[config.mk]
export PLATFORM = sky130hd
export DESIGN_NAME = mvc_input_buffer_flat
export DESIGN_NICKNAME = d
export VERILOG_FILES = /design/src/rtl/mvc_input_buffer_if.sv /design/src/rtl/mvc_input_buffer.sv /design/src/flat_wrapper.sv
export SDC_FILE = /design/constraint.sdc
export NUM_CORES = 1
export LEC_CHECK = 0
export ABC_CLOCK_PERIOD_IN_PS = 4300
export CAP_MARGIN = 20
export CORE_MARGIN = 10
export CORE_UTILIZATION = 60
export CTS_BUF_LIST = sky130_fd_sc_hd__clkbuf_8
export CTS_CLUSTER_SIZE = 16
export DETAILED_ROUTE_END_ITERATION = 8
export PLACE_DENSITY_LB_ADDON = 0.05
export SLEW_MARGIN = 5
export SYNTH_ARGS = -nofsm -noshare
export SYNTH_HDL_FRONTEND = slang
export SYNTH_SLANG_ARGS = --single-unit
[constraint.sdc]
create_clock -name clk -period 4.3 [get_ports clk]
set_clock_uncertainty 0.2 [all_clocks]
set_input_delay 0.645 -clock clk [delete_from_list [all_inputs] [get_ports clk]]
set_output_delay 0.645 -clock clk [all_outputs]
set_load 0.02 [all_outputs]
[src/rtl/mvc_input_buffer_if.sv]
// mvc_input_buffer_if: flit handshake bundle for the multi-VC input buffer.
//   Input side  : vc_id_i / fdata_i / valid_i in, ready_o back.
//   Output side : fdata_o / vc_id_o / valid_o out, ready_i back.
//   master = upstream router/test driver, slave = the buffer.
interface mvc_input_buffer_if #(
    parameter int FLIT_WIDTH = 34,
    parameter int VC_ID_W    = 2
);
    logic [VC_ID_W-1:0]    vc_id_i;
    logic [FLIT_WIDTH-1:0] fdata_i;
    logic                  valid_i;
    logic                  ready_o;
    logic [FLIT_WIDTH-1:0] fdata_o;
    logic [VC_ID_W-1:0]    vc_id_o;
    logic                  valid_o;
    logic                  ready_i;

    modport master (
        output vc_id_i, fdata_i, valid_i, ready_i,
        input  ready_o, fdata_o, vc_id_o, valid_o
    );

    modport slave (
        input  vc_id_i, fdata_i, valid_i, ready_i,
        output ready_o, fdata_o, vc_id_o, valid_o
    );
endinterface

[src/rtl/mvc_input_buffer.sv]
// mvc_input_buffer: multi-virtual-channel NoC input buffer.
//   One FIFO per VC (selected by vc_id_i), per-VC wormhole lock tracking,
//   round-robin output arbitration with a grant that is held while the
//   downstream stalls.
// Ports:
//   clk, arst       clock / synchronous active-high reset
//   bus (slave)     input flit handshake and output flit handshake
//   ocup_o          per-VC occupancy, VC k at [k*OCUP_W +: OCUP_W]
//   locked_o        per-VC wormhole lock
//   error_o         registered one-cycle protocol error pulse

// Per-VC slot: FIFO storage, pointers and wormhole lock.
module mvc_vc_slot #(
    parameter int FLIT_WIDTH = 34,
    parameter int BUFF_DEPTH = 4,
    parameter int PKT_SZ_MSB = 29,
    parameter int PKT_SZ_LSB = 22,
    parameter int AW         = $clog2(BUFF_DEPTH),
    parameter int OCUP_W     = AW + 1
) (
    input  logic                  clk,
    input  logic                  arst,
    input  logic                  wr_en,
    input  logic [FLIT_WIDTH-1:0] wr_data,
    input  logic                  rd_en,
    output logic [FLIT_WIDTH-1:0] head_o,
    output logic                  empty_o,
    output logic                  full_o,
    output logic [OCUP_W-1:0]     ocup_o,
    output logic                  locked_o
);
    logic [OCUP_W-1:0]     wr_ptr_q, wr_ptr_d;
    logic [OCUP_W-1:0]     rd_ptr_q, rd_ptr_d;
    logic                  lock_q, lock_d;
    logic [FLIT_WIDTH-1:0] mem_q [BUFF_DEPTH];
    logic [1:0]            wr_type;

    assign wr_type = wr_data[FLIT_WIDTH-1 -: 2];

    always_comb begin
        wr_ptr_d = wr_ptr_q;
        rd_ptr_d = rd_ptr_q;
        lock_d   = lock_q;
        if (wr_en) begin
            wr_ptr_d = wr_ptr_q + 1'b1;
            // HEAD with size 0 is a single-flit packet and never locks;
            // reserved and BODY leave the lock alone.
            case (wr_type)
                2'b00:   lock_d = |wr_data[PKT_SZ_MSB:PKT_SZ_LSB];
                2'b11:   lock_d = 1'b0;
                default: lock_d = lock_q;
            endcase
        end
        if (rd_en) rd_ptr_d = rd_ptr_q + 1'b1;
    end

    always_ff @(posedge clk) begin
        if (arst) begin
            wr_ptr_q <= '0;
            rd_ptr_q <= '0;
            lock_q   <= 1'b0;
        end else begin
            wr_ptr_q <= wr_ptr_d;
            rd_ptr_q <= rd_ptr_d;
            lock_q   <= lock_d;
        end
    end

    // Storage is intentionally not reset; emptiness is carried by the pointers.
    always_ff @(posedge clk) begin
        if (wr_en) mem_q[wr_ptr_q[AW-1:0]] <= wr_data;
    end

    assign head_o   = mem_q[rd_ptr_q[AW-1:0]];
    assign empty_o  = (wr_ptr_q == rd_ptr_q);
    assign full_o   = (wr_ptr_q[AW] != rd_ptr_q[AW]) &&
                      (wr_ptr_q[AW-1:0] == rd_ptr_q[AW-1:0]);
    assign ocup_o   = wr_ptr_q - rd_ptr_q;
    assign locked_o = lock_q;
endmodule

module mvc_input_buffer #(
    parameter int FLIT_WIDTH = 34,
    parameter int N_VIRT_CHN = 3,
    parameter int BUFF_DEPTH = 4,
    parameter int PKT_SZ_MSB = 29,
    parameter int PKT_SZ_LSB = 22,
    localparam int VC_ID_W   = (N_VIRT_CHN > 2) ? $clog2(N_VIRT_CHN) : 1,
    localparam int OCUP_W    = $clog2(BUFF_DEPTH) + 1
) (
    input  logic                         clk,
    input  logic                         arst,
    mvc_input_buffer_if.slave            bus,
    output logic [N_VIRT_CHN*OCUP_W-1:0] ocup_o,
    output logic [N_VIRT_CHN-1:0]        locked_o,
    output logic                         error_o
);
    logic [N_VIRT_CHN-1:0][FLIT_WIDTH-1:0] head;
    logic [N_VIRT_CHN-1:0][OCUP_W-1:0]     ocup;
    logic [N_VIRT_CHN-1:0]                 empty, full, lock, wr_en, rd_en;

    logic [1:0]         in_type;
    logic               is_head, is_body, is_tail, is_rsvd;
    logic               vc_ok, sel_full, sel_lock, ready_c, valid_c;
    logic [VC_ID_W-1:0] rr_pick, grant;

    logic [VC_ID_W-1:0] rr_last_q, rr_last_d;
    logic [VC_ID_W-1:0] grant_q, grant_d;
    logic               hold_q, hold_d;
    logic               error_q, error_d;

    assign in_type = bus.fdata_i[FLIT_WIDTH-1 -: 2];
    assign is_head = (in_type == 2'b00);
    assign is_body = (in_type == 2'b01);
    assign is_tail = (in_type == 2'b11);
    assign is_rsvd = (in_type == 2'b10);

    for (genvar k = 0; k < N_VIRT_CHN; k++) begin : g_vc
        mvc_vc_slot #(
            .FLIT_WIDTH(FLIT_WIDTH), .BUFF_DEPTH(BUFF_DEPTH),
            .PKT_SZ_MSB(PKT_SZ_MSB), .PKT_SZ_LSB(PKT_SZ_LSB)
        ) u_slot (
            .clk     (clk),
            .arst    (arst),
            .wr_en   (wr_en[k]),
            .wr_data (bus.fdata_i),
            .rd_en   (rd_en[k]),
            .head_o  (head[k]),
            .empty_o (empty[k]),
            .full_o  (full[k]),
            .ocup_o  (ocup[k]),
            .locked_o(lock[k])
        );
    end

    // Select the addressed VC's status by compare so an out-of-range
    // vc_id_i never indexes past the arrays.
    always_comb begin
        vc_ok    = int'(bus.vc_id_i) < N_VIRT_CHN;
        sel_full = 1'b0;
        sel_lock = 1'b0;
        for (int k = 0; k < N_VIRT_CHN; k++) begin
            if (bus.vc_id_i == VC_ID_W'(k)) begin
                sel_full = full[k];
                sel_lock = lock[k];
            end
        end
    end

    // During reset the stored state is about to be discarded, so only the
    // vc_id_i range gates acceptance.
    assign ready_c = vc_ok & (arst | (~sel_full & ~(sel_lock & is_head)));
    assign valid_c = (|(~empty)) & ~arst;

    // Round-robin pick: first non-empty VC after rr_last.
    always_comb begin : p_arb
        int  idx;
        logic found;
        idx     = 0;
        found   = 1'b0;
        rr_pick = '0;
        for (int i = 1; i <= N_VIRT_CHN; i++) begin
            idx = (int'(rr_last_q) + i) % N_VIRT_CHN;
            if (!found && !empty[idx]) begin
                found   = 1'b1;
                rr_pick = VC_ID_W'(idx);
            end
        end
    end

    // A stalled grant stays frozen so the presented flit cannot change.
    assign grant = hold_q ? grant_q : rr_pick;

    always_comb begin
        for (int k = 0; k < N_VIRT_CHN; k++) begin
            wr_en[k] = bus.valid_i & ready_c & ~arst & (bus.vc_id_i == VC_ID_W'(k));
            rd_en[k] = valid_c & bus.ready_i & (grant == VC_ID_W'(k));
        end
    end

    always_comb begin
        rr_last_d = rr_last_q;
        grant_d   = grant;
        hold_d    = valid_c & ~bus.ready_i;
        error_d   = 1'b0;
        if (valid_c && bus.ready_i) rr_last_d = grant;
        if (bus.valid_i && !arst) begin
            if (!vc_ok) error_d = 1'b1;
            else if (((is_body | is_tail) & ~sel_lock) | is_rsvd | sel_full)
                error_d = 1'b1;
        end
    end

    always_ff @(posedge clk) begin
        if (arst) begin
            rr_last_q <= VC_ID_W'(N_VIRT_CHN - 1);
            grant_q   <= '0;
            hold_q    <= 1'b0;
            error_q   <= 1'b0;
        end else begin
            rr_last_q <= rr_last_d;
            grant_q   <= grant_d;
            hold_q    <= hold_d;
            error_q   <= error_d;
        end
    end

    always_comb begin
        bus.fdata_o = '0;
        for (int k = 0; k < N_VIRT_CHN; k++) begin
            if (valid_c && grant == VC_ID_W'(k)) bus.fdata_o = head[k];
        end
    end

    assign bus.ready_o = ready_c;
    assign bus.valid_o = valid_c;
    assign bus.vc_id_o = valid_c ? grant : '0;
    assign ocup_o      = arst ? '0 : ocup;
    assign locked_o    = arst ? '0 : lock;
    assign error_o     = error_q & ~arst;
endmodule
[src/flat_wrapper.sv]
// flat-port wrapper written by rule: the top's interface ports become plain ports
module mvc_input_buffer_flat 
#(
    parameter int FLIT_WIDTH = 34,
    parameter int N_VIRT_CHN = 3,
    parameter int BUFF_DEPTH = 4,
    parameter int PKT_SZ_MSB = 29,
    parameter int PKT_SZ_LSB = 22,
    localparam int VC_ID_W   = (N_VIRT_CHN > 2) ? $clog2(N_VIRT_CHN) : 1,
    localparam int OCUP_W    = $clog2(BUFF_DEPTH) + 1
)
  (clk, arst, ocup_o, locked_o, error_o, bus_vc_id_i, bus_fdata_i, bus_valid_i, bus_ready_i, bus_ready_o, bus_fdata_o, bus_vc_id_o, bus_valid_o);
  mvc_input_buffer_if #(.FLIT_WIDTH(FLIT_WIDTH)) bus_i ();
  input  logic clk;
  input  logic arst;
  output logic [N_VIRT_CHN*OCUP_W-1:0] ocup_o;
  output logic [N_VIRT_CHN-1:0] locked_o;
  output logic error_o;
  input wire logic [$bits(bus_i.vc_id_i)-1:0] bus_vc_id_i;
  input wire logic [$bits(bus_i.fdata_i)-1:0] bus_fdata_i;
  input wire logic [$bits(bus_i.valid_i)-1:0] bus_valid_i;
  input wire logic [$bits(bus_i.ready_i)-1:0] bus_ready_i;
  output wire logic [$bits(bus_i.ready_o)-1:0] bus_ready_o;
  output wire logic [$bits(bus_i.fdata_o)-1:0] bus_fdata_o;
  output wire logic [$bits(bus_i.vc_id_o)-1:0] bus_vc_id_o;
  output wire logic [$bits(bus_i.valid_o)-1:0] bus_valid_o;
  assign bus_i.vc_id_i = bus_vc_id_i;
  assign bus_i.fdata_i = bus_fdata_i;
  assign bus_i.valid_i = bus_valid_i;
  assign bus_i.ready_i = bus_ready_i;
  assign bus_ready_o = bus_i.ready_o;
  assign bus_fdata_o = bus_i.fdata_o;
  assign bus_vc_id_o = bus_i.vc_id_o;
  assign bus_valid_o = bus_i.valid_o;
  mvc_input_buffer #(.FLIT_WIDTH(FLIT_WIDTH), .N_VIRT_CHN(N_VIRT_CHN), .BUFF_DEPTH(BUFF_DEPTH), .PKT_SZ_MSB(PKT_SZ_MSB), .PKT_SZ_LSB(PKT_SZ_LSB)) u_core (.clk(clk), .arst(arst), .bus(bus_i), .ocup_o(ocup_o), .locked_o(locked_o), .error_o(error_o));
endmodule
**Yosys cells after proc, flatten, opt, wreduce, memory -nomap -nowiden**

Memory sizes are Yosys's and may differ from the RTL's. A register that Yosys moved wholly into a read port is not among the register bits.
Cells that the tools add are included.

- Register bits after elaboration: 27
- Output and inout port bits: 51
- Bits in writable memories: 408
- Memories kept: 3

- Bitwise gates (word level): 27
- Reduce and logical (&&, ||, !) cells: 24
- Magnitude comparators: 4
- Multiplexer cells: 42
- Equality and inequality tests: 16
- Add/sub/neg operators: 12
- Div/mod/pow operators: 3

Memories:

| memory | depth | width | rd ports | clocked after Yosys merged registers in | write ports | line | RTL |
|---|---|---|---|---|---|---|---|
| u_core.g_vc[0].u_slot.mem_q | 4 | 34 | 1 | 1 | 1 | mvc_input_buffer.sv:35 | `logic [FLIT_WIDTH-1:0] mem_q [BUFF_DEPTH];` |
| u_core.g_vc[1].u_slot.mem_q | 4 | 34 | 1 | 1 | 1 | mvc_input_buffer.sv:35 |  |
| u_core.g_vc[2].u_slot.mem_q | 4 | 34 | 1 | 1 | 1 | mvc_input_buffer.sv:35 |  |

Operators by type and width:

| kind | number |
|---|---|
| 2-to-1 mux 34 bit | 3 |
| less-than comparator 32 x 4 -> 1 bit (second input constant) | 3 |
| remainder unit 32 x 3 -> 32 bit (second input constant) | 3 |
| 2-to-1 mux 1 bit | 22 |
| 2-to-1 mux 2 bit | 11 |
| adder 3 x 1 -> 3 bit (second input constant) | 6 |
| bitwise AND 1 bit | 16 |
| logical AND 1 bit | 10 |
| == test 3 bit | 3 |
| 2-to-1 mux 9 bit | 1 |
| subtractor 3 bit | 3 |
| == test 2 bit (second input constant) | 4 |
| OR reduction 8 bit | 1 |
| adder 2 x 2 -> 3 bit (second input constant) | 2 |
| binary-select mux 1 bit (select 2 bit) | 3 |
| == test 2 x 1 -> 1 bit (second input constant) | 3 |
| == test 2 bit | 3 |
| zero test 2 bit | 3 |
| NOT 1 bit | 6 |
| AND reduction 2 bit | 3 |
| zero test 1 bit | 4 |
| OR 1 bit | 4 |
| adder 2 x 1 -> 3 bit (second input constant) | 1 |
| 2-to-1 mux 3 bit | 1 |
| other kinds (7) | 9 |

**Longest topological paths before layout**

Gate-level depths: netlist of run 1.

- Depth in word-level cells: 17
- Depth in mapped cells: 12
- Depth with buffers taken out: 11

**Modules after synthesis**

Synthesis of run 1 repeated with hierarchy kept, for this count alone.

- Cell total of the unflattened synthesis: 1060
- Area total of the unflattened synthesis: 19039.5 um2

Modules (own cells, without submodules):

| module | area an instance (um2) | instances | cells each |
|---|---|---|---|
| mvc_vc_slot | 5455.2 | 3 | 231 |
| mvc_input_buffer | 2673.8 | 1 | 367 |

**Least setup slack after synthesis of run 1**

Ideal clock, no wire load.

- Kind: input -> register
- From: input port bus_vc_id_i[1]
- To: memory u_core.g_vc[0].u_slot.mem_q[3][0] (enable)
- Data required time: 3.704 ns
- Arrival: 2.977 ns
- Setup slack: 0.727 ns
- Cell stages on the path: 6
- Cells stage by stage: clkbuf_1 > mux2i_1 > o22ai_1 > and2_1 > nor4_1 > and2_1

- Cells in the longest elaborated chain, start to end: 14
- Elaborated cells between the ends (all ways): 21

RTL lines:

| what | line | RTL |
|---|---|---|
| start, declared | flat_wrapper.sv:19 | `input wire logic [$bits(bus_i.vc_id_i)-1:0] bus_vc_id_i;` |
| zero test 2 bit | mvc_input_buffer.sv:143, mvc_input_buffer.sv:176 |  |
| 2-to-1 mux 1 bit (3 in a row) | mvc_input_buffer.sv:143 | `if (bus.vc_id_i == VC_ID_W'(k)) begin` |
| bitwise AND 1 bit | mvc_input_buffer.sv:152 | `assign ready_c = vc_ok & (arst \| (~sel_full & ~(sel_lock & is_head)));` |
| NOT 1 bit | mvc_input_buffer.sv:152 |  |
| bitwise AND 1 bit | mvc_input_buffer.sv:152 |  |
| OR 1 bit | mvc_input_buffer.sv:152 |  |
| bitwise AND 1 bit | mvc_input_buffer.sv:152 |  |
| bitwise AND 1 bit (2 in a row) | mvc_input_buffer.sv:176 | `wr_en[k] = bus.valid_i & ready_c & ~arst & (bus.vc_id_i == VC_ID_W'(k));` |
| bitwise AND 1 bit * | mvc_input_buffer.sv:176 |  |
| 2-to-1 mux 1 bit * | mvc_input_buffer.sv:71 | `if (wr_en) mem_q[wr_ptr_q[AW-1:0]] <= wr_data;` |
| 2-to-1 mux 1 bit (not written as such) * | mvc_input_buffer.sv:71 |  |
| end, declared | mvc_input_buffer.sv:35 |  |

Every way passes the cells marked *; elsewhere a longest branch is shown, timed or not.

**Worst setup path in the final report of run 1**

- From: register u_core.g_vc[1].u_slot.wr_ptr_q[0]
- To: output port bus_fdata_o[1]

- Cells in the longest elaborated chain, start to end: 16
- Elaborated cells between the ends (all ways): 33

RTL lines:

| what | line | RTL |
|---|---|---|
| start, declared | mvc_input_buffer.sv:32 | `logic [OCUP_W-1:0] wr_ptr_q, wr_ptr_d;` |
| start signal, assigned | mvc_input_buffer.sv:63 | `wr_ptr_q <= wr_ptr_d;` |
| == test 3 bit * | mvc_input_buffer.sv:75 | `assign empty_o = (wr_ptr_q == rd_ptr_q);` |
| binary-select mux 1 bit (select 2 bit) | mvc_input_buffer.sv:164 | `if (!found && !empty[idx]) begin` |
| 2-to-1 mux 1 bit (not written as such) (2 in a row) | mvc_input_buffer.sv:164 |  |
| zero test 1 bit | mvc_input_buffer.sv:164 |  |
| logical AND 1 bit | mvc_input_buffer.sv:164 |  |
| 2-to-1 mux 1 bit | mvc_input_buffer.sv:164 |  |
| zero test 1 bit | mvc_input_buffer.sv:164 |  |
| logical AND 1 bit | mvc_input_buffer.sv:164 |  |
| 2-to-1 mux 2 bit | mvc_input_buffer.sv:164 |  |
| 2-to-1 mux 2 bit | mvc_input_buffer.sv:172 | `assign grant = hold_q ? grant_q : rr_pick;` |
| zero test 2 bit | mvc_input_buffer.sv:211 | `if (valid_c && grant == VC_ID_W'(k)) bus.fdata_o = head[k];` |
| logical AND 1 bit | mvc_input_buffer.sv:211 |  |
| 2-to-1 mux 34 bit (2 in a row) | mvc_input_buffer.sv:211 |  |
| 2-to-1 mux 34 bit * | mvc_input_buffer.sv:211 |  |
| end, declared | flat_wrapper.sv:24 | `output wire logic [$bits(bus_i.fdata_o)-1:0] bus_fdata_o;` |

Every way passes the cells marked *; elsewhere a longest branch is shown, timed or not. The select of a mux whose other input is x is not followed.

==> results of run 1 <==
[final cells by class]
cell class | count | area share (%)
well taps | 384 | 2.34
flip-flops and latches | 441 | 62.8
repair buffers | 136 | 6.19
inverters | 19 | 0.347
multi-input cells | 439 | 22.1
clock buffers | 75 | 5.02
clock inverters | 46 | 1.15
[metal layers]
| layer | up-vias | wire (µm) |
|---|---|---|
| li1 | 4080 | - |
| met1 | 4965 | 16600 |
| met2 | 341 | 19300 |
| met3 | 61 | 2470 |
| met4 | 0 | 717 |
| met5 | - | 0 |
[critical path, stage by stage, from the launching register on]
cell	delay [ns]
dfxtp_1	0.40
inv_1	0.11
ha_1	0.33
nand2_1	0.16
nor2_2	0.06
a311oi_1	0.36
buf_4	0.17
buf_4	0.12
a31o_4	0.24
clkbuf_16	0.25
nand2_1	0.08
nand2_1	0.07
a22o_1	0.12
clkdlybuf4s15_1	0.30
[logic make-up (layout without fill, tap and decap cells)]
family | count (synthesis) | after routing | synth area share, %
flip-flops | 441 | 441 | 73.2
AO/OA/AOI/OAI | 72 | 72 | 3.26
buffers and inverters | 65 | 276 | 1.52
XOR/XNOR | 13 | 13 | 0.773
multiplexers | 114 | 114 | 13.7
AND/OR/NAND/NOR | 211 | 211 | 5.38
adder cells (fa/ha/maj) | 29 | 29 | 2.18
[flip-flops by register name, indices dropped and copies added (netlist names), named ones only]
register                     cells
u_core.error_q                   1
u_core.g_vc.u_slot.wr_ptr_q      9
u_core.g_vc.u_slot.locked_o      3
u_core.grant_q                   2
u_core.rr_last_q                 2
u_core.g_vc.u_slot.rd_ptr_q      9
u_core.hold_q                    1
u_core.g_vc.u_slot.mem_q       408
[what timing repair did]
item / in CTS / in global routing
pin swaps: 0 / 3
endpoints found under the setup margin: 34 / 35
hold buffers: 0 / 0
resized for setup: 49 / 71
gates cloned: 0 / 1
buffers inserted: 0 / 2
[synth_stat cells, drive strengths merged (5+ instances only)]
library cell	n
a21oi	9
mux4	102
nor2b	7
nand2	114
nor4	11
inv	19
nor2	40
nand3	5
xnor2	10
ha	26
and2	15
buf	9
edfxtp	408
mux2i	9
o21ai	8
dfxtp	33
clkbuf	37
nand2b	6
a22o	34
[path summary, 6_finish.rpt]
check | startpoint | endpoint | slack [ns] | depth (start not counted)
worst max-delay path | u_core.g_vc[1].u_slot.wr_ptr_q[0] | bus_fdata_o[1] | 0.11 | 13
worst min-delay path | u_core.g_vc[0].u_slot.locked_o | u_core.g_vc[0].u_slot.locked_o | 0.28 | 2
worst max register to register | u_core.g_vc[1].u_slot.wr_ptr_q[0] | register | 1.09 | 11
worst min register to register | u_core.g_vc[0].u_slot.locked_o | u_core.g_vc[0].u_slot.locked_o | 0.28 | 2
[power breakdown]
| group | internal (mW) | total, mW | switching (mW) |
|---|---|---|---|
| sequential | 4.73 | 4.76 | 0.0307 |
| combinational | 0.718 | 1.87 | 1.15 |
| clock | 1.68 | 3.26 | 1.58 |
==> results.md, run 1 <==
- Synthesized area per cell: 18.7 µm²
- Worst slack, placed: ~0.24 ns
- Busiest layer in global routing: met2
- Async S/R FF share, synth: 0%
- Syn Nets: 1014
- DP Wirelength: between 20000 and 25000 µm
- Hold Violations, Final: 0
- Finish-stage setup viols: 0
- Total gr overflow: 0
- M1 GR Usage: 30.0%
- Synth area leaders: edfxtp_1 (69%), mux4_2 (13%), dfxtp_1 (3.7%)
- Placed cells: 1416
- Wire length per cell: approximately 25 µm
- Final Util: between 70% and 80%
- CP Max Fanout: 18
- Leakage: 6.95 nW
- Top FF cell, synth: edfxtp_1
- Die area: 36700 µm²
- First-pass GRT wire length: roughly 59000 µm
- Area of the multi-input gates: about 4600 µm²
- Max Root-Sink Buffers: 3
- Period utilization: a little over nine tenths
- Worst Hold Class: register to register
- Critical Path AT: 3.35 ns
- Final ANT Viol Nets: 0
- Yosys top cell area share: a little over two thirds
- Total of max-cap violations: 0
- Slew Limit Headroom: a little over half
- Clock slew at reported path FFs: approximately 0.06 ns
- Commonest non-fill, non-tap cell in the layout: edfxtp_1
- Syn. warnings: 0
- Fmax: roughly 0.24 GHz
- Worst slew pin tran: 0.687 ns
- Die W: 192 µm
- RSZ-0062 raised after global routing: true
- Initial core utilization: 61.2%
- H-tree levels: 3
- CP Launch Type: register
- # rows: 62
- Post-Synthesis Cells: 945
- Final cell count without fillers: 1540
- Met3 Resource Use GR: 4.43%
- Vias per inst: 6.13
- Share of layout cells above drive strength 1: a little over a quarter
- Fillers: 1840
- Most frequent cells in the layout: edfxtp_1 (408), nand2_1 (113), mux4_2 (102)
- Kind of critical path: register to output port
- Vias in the first global route: 9820
- Largest net degree at the start of global routing: 38
- Final TNS setup: 0 ns
- Synth Register Bits: ~440
- Pwr per Cell Area: 481 nW/µm²
- Reg area: 12900 µm²
- Number of synthesized flops with an enable pin: 408
- Register area share after synthesis: 73.2%
- Design Power: 9.89 mW
- Status: completed
- Starting DRT DRC Count: between 700 and 800
- GRT Total Usage: 21.5%
- TritonCTS buffer count: 71
- Antenna fix cells: 0
- Minimum hold slack: 0.281 ns
- I/O Buffers: 90
- CP endpoint kind: output port
- CTS tree: yes
- Area Overhead vs Synth: 16.6%
- VDD IR-drop max: 0.319 mV
- DRC viols: 0
- Area leader, netlist: edfxtp_1
- Core area: 28900 µm²
- Io pins: between 90 and 100
- Design Area, Final: 20600 µm²
- Post-Route WL: 39000 µm
- Met2 GRT Util: around 34%
- Die Y: 192 µm
- Vias: 9447
- First drt pass iteration count: 5
- Post-synth cell types: 49
- GPL Wtd Cong: 0.793
- Minimum clock period: about 4.2 ns
- Final WS setup: 0.109 ns
- Initial antenna violation count: 0
- Max-slew violation count: 0
- Clock network latency to the later pin of the worst-skew pair: 0.58 ns
- Total clock sinks: 441
- Clk Tree Root Cell: clkbuf_8
- DP Area: around 19000 µm²
- Worst EP required: 3.45 ns
- Post-synthesis cell area: roughly 18000 µm²
- Total Nets Final: around 1200
Power figures use the tool's default switching activity.
==> inputs of run 2 (changes only) <==
- GPL_TIMING_DRIVEN: default -> 0
- REMOVE_ABC_BUFFERS: default -> 1
==> run 2 against run 1 <==
  * Non-clock buffer count shrank 11
  * Combinational power down 2%
  * Clock-buffer cell count is 2 lower
  * Global-route usage down 0.22 points
  * Sequential share of layout area decreased by 0.49 points
  * Cell area increased by 0.86%
  * Largest power group unchanged
==> results.md, run 2 (synthesized netlist as in run 1, its figures left out) <==
- Die area: 36700 µm² (unchanged)
- # rows: 62 (unchanged)
- DR top layer: met4 (unchanged)
- Pwr per Cell Area: 478 nW/µm² (was 481 nW/µm²)
- Total gr overflow: 0 (unchanged)
- TritonCTS buffer count: 71 (unchanged)
- Status: completed (unchanged)
- Finish-stage setup viols: 0 (unchanged)
- Final WS setup: 0.128 ns (was 0.109 ns)
- Die Y: 192 µm (unchanged)
- VDD IR-drop max: 0.271 mV (was 0.319 mV)
- Final TNS setup: 0 ns (unchanged)
- Worst EP required: 3.45 ns (about the same)
- Max reg flops: 408 (unchanged)
- CP max stage cell: dfxtp_2 (was dfxtp_1)
- Period utilization: 97.0% (was 97.5%)
- First drt pass iteration count: 5 (unchanged)
- CP Max Fanout: 12 (was 18)
- Vias per inst: 5.99 (was 6.13)
- Max Root-Sink Buffers: 3 (unchanged)
- Area Overhead vs Synth: 17.6% (was 16.6%)
- Clock slew at reported path FFs: 0.07 ns (was 0.06 ns)
- Fillers: 1835 (was 1840)
- Critical Path AT: 3.33 ns (was 3.35 ns)
- Die W: 192 µm (unchanged)
- Starting DRT DRC Count: 776 (was 741)
- CP Launch Type: register (unchanged)
- Core area: 28900 µm² (unchanged)
- Hold Violations, Final: 0 (unchanged)
- Most frequent cells in the layout: edfxtp_1 (408), nand2_1 (111), mux4_2 (102) (was edfxtp_1 (408), nand2_1 (113), mux4_2 (102))
- Leakage: 6.96 nW (was 6.95 nW)
- Fmax: 0.240 GHz (was 0.239 GHz)
- Reg area: 12900 µm² (about the same)
- Initial core utilization: 61.2% (unchanged)
- DRC viols: 0 (unchanged)
- GRT Total Usage: 21.3% (was 21.5%)
- Met3 routed WL: 2990 µm (was 2470 µm)
- CP endpoint kind: output port (unchanged)
- Worst Hold Class: register to register (unchanged)
- Kind of critical path: register to output port (unchanged)
- Initial antenna violation count: 1 (was 0)
- First-pass GRT wire length: 58300 µm (was 59400 µm)
- Critical-path cell list: inv_1, ha_1, nand2_2, nor4_1, a211o_1, buf_4, a31o_4, nor3_4, clkbuf_16, buf_16, a22o_1, buf_2 (was inv_1, ha_1, nand2_1, nor2_2, a311oi_1, buf_4, buf_4, a31o_4, clkbuf_16, nand2_1, nand2_1, a22o_1, clkdlybuf4s15_1)
- CTS Hold Bufs: 0 (unchanged)
- Total clock sinks: 441 (unchanged)
- Io pins: 91 (unchanged)
- H-tree levels: 3 (unchanged)
- Final ANT Viol Nets: 0 (unchanged)
- Worst slew pin tran: 0.891 ns (was 0.687 ns)
- Slew Limit Headroom: 40.5% (was 54.2%)
- Crit-path max cell delay: 0.36 ns (was 0.40 ns)
- DP Wirelength: 22200 µm (was 22300 µm)
- Total of max-cap violations: 0 (unchanged)
- Vias: 9181 (was 9447)
- CTS tree: yes (unchanged)
- Commonest non-fill, non-tap cell in the layout: edfxtp_1 (unchanged)
- Total Nets Final: 1166 (was 1177)
- Met2 Wirelength: 18200 µm (was 19300 µm)
- Vias in the first global route: 9649 (was 9820)
- GPL Wtd Cong: 0.830 (was 0.793)
- Wire length per cell: 24.8 µm (was 25.3 µm)
- Max-slew violation count: 0 (unchanged)
- Area of the multi-input gates: 4580 µm² (was 4550 µm²)
- Worst slack, placed: -0.591 ns (was 0.237 ns)
- Post-Route WL: 38000 µm (was 39000 µm)
- Clock network latency to the later pin of the worst-skew pair: 0.58 ns (about the same)
- M1 WL: 16300 µm (was 16600 µm)
- R2R Setup Slk: 0.73 ns (was 1.09 ns)
- Minimum clock period: 4.17 ns (was 4.19 ns)
- Largest net degree at the start of global routing: 45 (was 38)
- Share of layout cells above drive strength 1: 25.9% (was 26.8%)
- I/O Buffers: 90 (unchanged)
- Clk Tree Root Cell: clkbuf_8 (unchanged)
## run 2: layout make-up
class                   count  area share (%)
diodes                      1          0.0121
clock inverters            51            1.38
repair buffers            125            6.70
flip-flops and latches    441            62.3
inverters                  19           0.344
clock buffers              73            4.84
well taps                 384            2.32
multi-input cells         439            22.1
## run 2: through the flow
| stage | instance area (µm²) | hold slack (ns) | utilization [%] | power, mW | instances |
|---|---|---|---|---|---|
| after global placement | 18800 | 0.276 | 65.3 | 6.38 | 1373 |
| after detailed placement | 19400 | 0.272 | 67.2 | 6.67 | 1395 |
| after floorplan | 17500 | 0.238 | - | 5.84 | 899 |
| after global routing | 20700 | 0.302 | 71.9 | 10.4 | 1532 |
| after CTS | 20800 | 0.281 | 72.0 | 9.99 | 1529 |
| final | 20700 | 0.285 | 71.9 | 9.91 | 1533 |
## run 2: final timing paths
path,from,end,depth (start not counted)
max,u_core.g_vc[1].u_slot.wr_ptr_q[0],bus_fdata_o[22],12
min,u_core.g_vc[0].u_slot.locked_o,u_core.g_vc[0].u_slot.locked_o,2
max reg2reg,u_core.g_vc[0].u_slot.wr_ptr_q[0],u_core.g_vc[1].u_slot.mem_q[3][22],7
min reg2reg,u_core.g_vc[0].u_slot.locked_o,u_core.g_vc[0].u_slot.locked_o,2
## run 2: per-layer routing
layer / vias up / GRT usage (%)
li1: 4070 / -
met1: 4724 / 30.1
met2: 345 / 33.1
met3: 42 / 5.28
met4: 0 / 5.05
met5: - / 0
## run 2: critical path: cells and delay by family (launching register included)
family	cells	cell delay, ns
AOI/OAI and AO/OA	3	0.77
adders and majority gates	1	0.34
buffers and inverters	5	0.80
DFF	1	0.36
and+or+nand+nor	3	0.46
## run 2: where the power goes
group	switching (mW)	internal [mW]	total [mW]
Clock	1.56	1.71	3.27
Combinational	1.09	0.745	1.83
Sequential	0.0813	4.73	4.81
## run 2: repair_timing
| item | 4_1_cts | 5_1_grt |
|---|---|---|
| gates cloned | 0 | 1 |
| resized for setup | 60 | 50 |
| setup buffers | 10 | 1 |
| pin swaps | 6 | 1 |
| endpoints found under the setup margin | 36 | 30 |
| hold endpoints to repair | 0 | 0 |
